==> config.mk <==
export PLATFORM = sky130hd
export DESIGN_NAME = async_fifo_drain_flat
export DESIGN_NICKNAME = d
export VERILOG_FILES = /design/src/rtl/async_fifo_drain_if.sv /design/src/rtl/async_fifo_drain.sv /design/src/flat_wrapper.sv
export SDC_FILE = /design/constraint.sdc
export NUM_CORES = 1
export LEC_CHECK = 0
export ABC_CLOCK_PERIOD_IN_PS = 4500
export CAP_MARGIN = 15
export CORE_MARGIN = 2
export CORE_UTILIZATION = 50
export CTS_CLUSTER_SIZE = 14
export DETAILED_ROUTE_END_ITERATION = 8
export PLACE_DENSITY_LB_ADDON = 0.05
export SYNTH_ARGS = -nofsm -noshare
export SYNTH_HDL_FRONTEND = slang
export SYNTH_SLANG_ARGS = --single-unit
==> constraint.sdc <==
create_clock -name clk_rdd -period 4.5 [get_ports clk_rdd]
set_clock_uncertainty 0.15 [all_clocks]
set_input_delay 0.9 -clock clk_rdd [delete_from_list [all_inputs] [get_ports clk_rdd]]
set_output_delay 0.9 -clock clk_rdd [all_outputs]
set_load 0.02 [all_outputs]
==> src/rtl/async_fifo_drain_if.sv <==
// Handshake bundle between the async FIFO read port, the drain stage and its consumer.
// The drain stage takes the master side; the consumer/FIFO model takes the slave side.
interface async_fifo_drain_if #(
  parameter int DW = 32
);
  logic          fifo_empty;
  logic [DW-1:0] fifo_data;
  logic          fifo_pop;
  logic          out_valid;
  logic [DW-1:0] out_data;
  logic          out_ready;

  modport master (
    input  fifo_empty,
    input  fifo_data,
    input  out_ready,
    output fifo_pop,
    output out_valid,
    output out_data
  );

  modport slave (
    output fifo_empty,
    output fifo_data,
    output out_ready,
    input  fifo_pop,
    input  out_valid,
    input  out_data
  );
endinterface

==> src/rtl/async_fifo_drain.sv <==
// Read-side drain for async_fifo: pops into a small prefetch ring, absorbs the FIFO's
// one-cycle read latency and presents words over valid/ready with a delivered-word count.
module async_fifo_drain #(
  parameter  int BUF_DEPTH = 4,
  parameter  int DW        = 32,
  localparam int AW        = $clog2(BUF_DEPTH),
  localparam int LW        = AW + 1
) (
  input  logic                 clk_rdd,
  input  logic                 rst,
  async_fifo_drain_if.master   bus,
  output logic [LW-1:0]        level_o,
  output logic [15:0]          word_cnt_o
);

  logic [DW-1:0] mem_q [BUF_DEPTH];
  logic [AW-1:0] rp_q, rp_d;
  logic [AW-1:0] wp_q, wp_d;
  logic [LW-1:0] occ_q, occ_d;
  logic          inflight_q;
  logic [15:0]   cnt_q, cnt_d;

  logic [LW:0]   credit;
  logic          pop;
  logic          capture;
  logic          drain;

  // The pop credit counts the word already in flight and ignores a same-cycle drain,
  // so the ring can never be overrun.
  always_comb begin
    credit  = {1'b0, occ_q} + {{LW{1'b0}}, inflight_q};
    pop     = rst && !bus.fifo_empty && (credit < (LW+1)'(BUF_DEPTH));
    capture = inflight_q;
    drain   = (occ_q != '0) && bus.out_ready;
  end

  // Pointers wrap for free because BUF_DEPTH is a power of two.
  always_comb begin
    rp_d  = rp_q + AW'(drain);
    wp_d  = wp_q + AW'(capture);
    cnt_d = cnt_q + 16'(drain);
    occ_d = occ_q;
    case ({capture, drain})
      2'b10:   occ_d = occ_q + LW'(1);
      2'b01:   occ_d = occ_q - LW'(1);
      default: occ_d = occ_q;
    endcase
  end

  always_ff @(posedge clk_rdd) begin
    if (!rst) begin
      rp_q       <= '0;
      wp_q       <= '0;
      occ_q      <= '0;
      inflight_q <= 1'b0;
      cnt_q      <= '0;
    end else begin
      rp_q       <= rp_d;
      wp_q       <= wp_d;
      occ_q      <= occ_d;
      inflight_q <= pop;
      cnt_q      <= cnt_d;
    end
  end

  // Storage is not reset; contents are only read where occ says they are valid.
  always_ff @(posedge clk_rdd) begin
    if (capture) begin
      mem_q[wp_q] <= bus.fifo_data;
    end
  end

  assign bus.fifo_pop  = pop;
  assign bus.out_valid = (occ_q != '0);
  assign bus.out_data  = mem_q[rp_q];
  assign level_o       = occ_q;
  assign word_cnt_o    = cnt_q;

endmodule

==> src/flat_wrapper.sv <==
// flat-port wrapper written by rule: the top's interface ports become plain ports
module async_fifo_drain_flat 
#(
  parameter  int BUF_DEPTH = 4,
  parameter  int DW        = 32,
  localparam int AW        = $clog2(BUF_DEPTH),
  localparam int LW        = AW + 1
)
  (clk_rdd, rst, level_o, word_cnt_o, bus_fifo_empty, bus_fifo_data, bus_out_ready, bus_fifo_pop, bus_out_valid, bus_out_data);
  async_fifo_drain_if #(.DW(DW)) bus_i ();
  input  logic clk_rdd;
  input  logic rst;
  output logic [LW-1:0] level_o;
  output logic [15:0] word_cnt_o;
  input wire logic [$bits(bus_i.fifo_empty)-1:0] bus_fifo_empty;
  input wire logic [$bits(bus_i.fifo_data)-1:0] bus_fifo_data;
  input wire logic [$bits(bus_i.out_ready)-1:0] bus_out_ready;
  output wire logic [$bits(bus_i.fifo_pop)-1:0] bus_fifo_pop;
  output wire logic [$bits(bus_i.out_valid)-1:0] bus_out_valid;
  output wire logic [$bits(bus_i.out_data)-1:0] bus_out_data;
  assign bus_i.fifo_empty = bus_fifo_empty;
  assign bus_i.fifo_data = bus_fifo_data;
  assign bus_i.out_ready = bus_out_ready;
  assign bus_fifo_pop = bus_i.fifo_pop;
  assign bus_out_valid = bus_i.out_valid;
  assign bus_out_data = bus_i.out_data;
  async_fifo_drain #(.BUF_DEPTH(BUF_DEPTH), .DW(DW)) u_core (.clk_rdd(clk_rdd), .rst(rst), .bus(bus_i), .level_o(level_o), .word_cnt_o(word_cnt_o));
endmodule
==> metrics.txt <==
layout cell share with drive strength beyond 1=0.183; initial drt markers=132; RSZ-0062 raised after global routing=no; result of the run=complete, no violations; cell taking the most area after synthesis=edfxtp_1; dpl cells=516; Vias/cell=5.41; global route overflow=0; Max-slew headroom=0.303; Initial Util=0.506; Setup TNS=0 ps; Yosys warnings=0; total vias in the final route=2,957; largest net degree at the start of global routing=34; syn avg cell area=19.7 um^2; Die ar.=12,300 um^2; clk_lat worst skew=400 ps; critical path class=in2out; synthesized netlist cell count=290; Post-synth EDFFs=128; Max clock buf depth=2; Max VDD drop=0.276 mV; Die Span Y=111 um; Worst Path Max Fanout=13; Core Region=11,300 um^2; Synth-to-Final Area Change=29.3%; post-cts sizing count=0; Mapped Area=5710 um^2; Fin. Hold Viols=0; FFs w/ async S/R, synth=0; Period minus WS final=3760 ps; critical path launch point type=input pin; vias in the first global route=3,047; top cells by area, synth=edfxtp_1 (67%), mux4_2 (13%), dfxtp_1 (8.4%), ha_1 (1.1%), a21oi_1 (0.79%); Final period util=0.836; n_diodes=0; Rows=39; max-cap violation count=0; worst min path class=reg2reg; Filler cells=804; register area share after synthesis=0.758; CP arrival=2710 ps; First-pass DRT Iterations=4; fin nets=434; CTS tree=built; chip width=111 um; io pins=89; dpl hpwl=5.96 mm; Worst EP required=3450 ps; first-pass GRT wire length=16.0 mm; Slew @ Worst Pin=1040 ps; Leakage=2.35 nW; Final Slew Violations=0; area of the multi-input gates=1320 um^2; most common cell after layout, fill and taps aside=edfxtp_1; clock transition at the registers of the reported paths=60 ps; Fmax=266 MHz; Yosys top cell area share=0.673; Reg area=4330 um^2; gr usage total=0.172; Routability Congestion=0.746; Setup Buffers After CTS=0; most frequent cells in the layout=edfxtp_1 (128), clkdlybuf4s50_1 (88), mux4_2 (32), dfxtp_1 (22), clkbuf_16 (17); CP Capture Type=primary output; H-Tree Depth=4; main flop type after synthesis=edfxtp_1; Yosys reg bits=152; # setup viols final=0; Pwr Density=529 nW/um^2; PnR worst setup slack=739 ps; drt wl/cell=17.9 um; Setup WS pre-CTS=713 ps; residual DRC count=0; DRT antenna net count=0; port buffer count=88; Post-CTS Hold Fix Bufs=0; antenna violations before repair=0; count of cell types in the netlist=29; CTS sink cnt=152; drt total wl=9.79 mm; TritonCTS buffer count=17; final cell count without fillers=547; Syn Nets=332; Clock Tree Root=clkbuf_16
==> stage by stage <==
stage / total power, mW / cell area [um^2] / hold slack (ps) / util
global placement: 2.56 / 6800 / 309 / 0.603
CTS: 3.96 / 7380 / 326 / 0.655
floorplan: 2.19 / 5710 / 378 / -
detailed placement: 2.57 / 6800 / 311 / 0.603
finish: 3.91 / 7380 / 319 / 0.655
global route: 4.08 / 7380 / 343 / 0.655
==> worst max-delay path, cell delays in order <==
cell and delay [ps]:
clkdlybuf4s50_1 710, clkinv_1 160, nor4_1 290, clkdlybuf4s50_1 650
==> registers in the layout (all words and copies together) (netlist names) <==
signal / count
u_core.rp_q: 2
u_core.capture: 1
u_core.word_cnt_o: 16
u_core.wp_q: 2
u_core.level_o: 3
u_core.mem_q: 128
==> cell families (layout without fill, tap and decap cells) <==
| logic type | after synthesis | count (layout) | synth area share |
|---|---|---|---|
| buf+inv | 19 | 133 | 0.0138 |
| fa+ha+maj | 6 | 6 | 0.0145 |
| compound gates | 17 | 17 | 0.0167 |
| mux | 36 | 36 | 0.133 |
| flops | 152 | 152 | 0.758 |
| xor+xnor | 7 | 7 | 0.0107 |
| simple gates | 53 | 53 | 0.0535 |
==> power by group <==
group          switching, mW  internal, mW  total, mW
clock network          0.511         0.866       1.38
logic                  0.379         0.468      0.848
registers             0.0829          1.60       1.68
total                  0.973          2.93       3.91
==> path summary, 6_finish.rpt <==
| kind | cells past startpoint | slack (ps) | start | endpoint |
|---|---|---|---|---|
| setup / recovery | 4 | 740 | rst | bus_fifo_pop |
| hold / removal | 2 | 320 | u_core.word_cnt_o[15] | u_core.word_cnt_o[15] |
| setup reg to reg | 7 | 2210 | u_core.level_o[2] | u_core.word_cnt_o[10] |
| hold reg to reg | 2 | 320 | u_core.word_cnt_o[15] | u_core.word_cnt_o[15] |
==> cells in the mapped netlist, drive strengths merged (5+ instances only) <==
cell	count
mux4	32
or3	5
nand2	8
edfxtp	128
a21oi	9
clkbuf	5
buf	6
nand3	5
dfxtp	24
nor2	9
inv	7
and2	5
ha	5
nor4	6
==> area by class of cell <==
class / count / area share
sequential: 152 / 0.586
multi-input combinational: 119 / 0.179
timing repair buffer: 94 / 0.127
clock buffer: 19 / 0.0586
tap: 143 / 0.0242
clock inverter: 12 / 0.0205
inverter: 8 / 0.00407
==> layer usage <==
layer  share of wire  global-route usage  vias to the layer above
met1            0.44               0.223                     1493
met5               0                   0                        -
met4          0.0092              0.0625                        0
li1                -                   -                     1375
met2            0.50               0.273                       80
met3           0.049              0.0590                        9
Note: power is estimated with default switching activity, not from simulation.
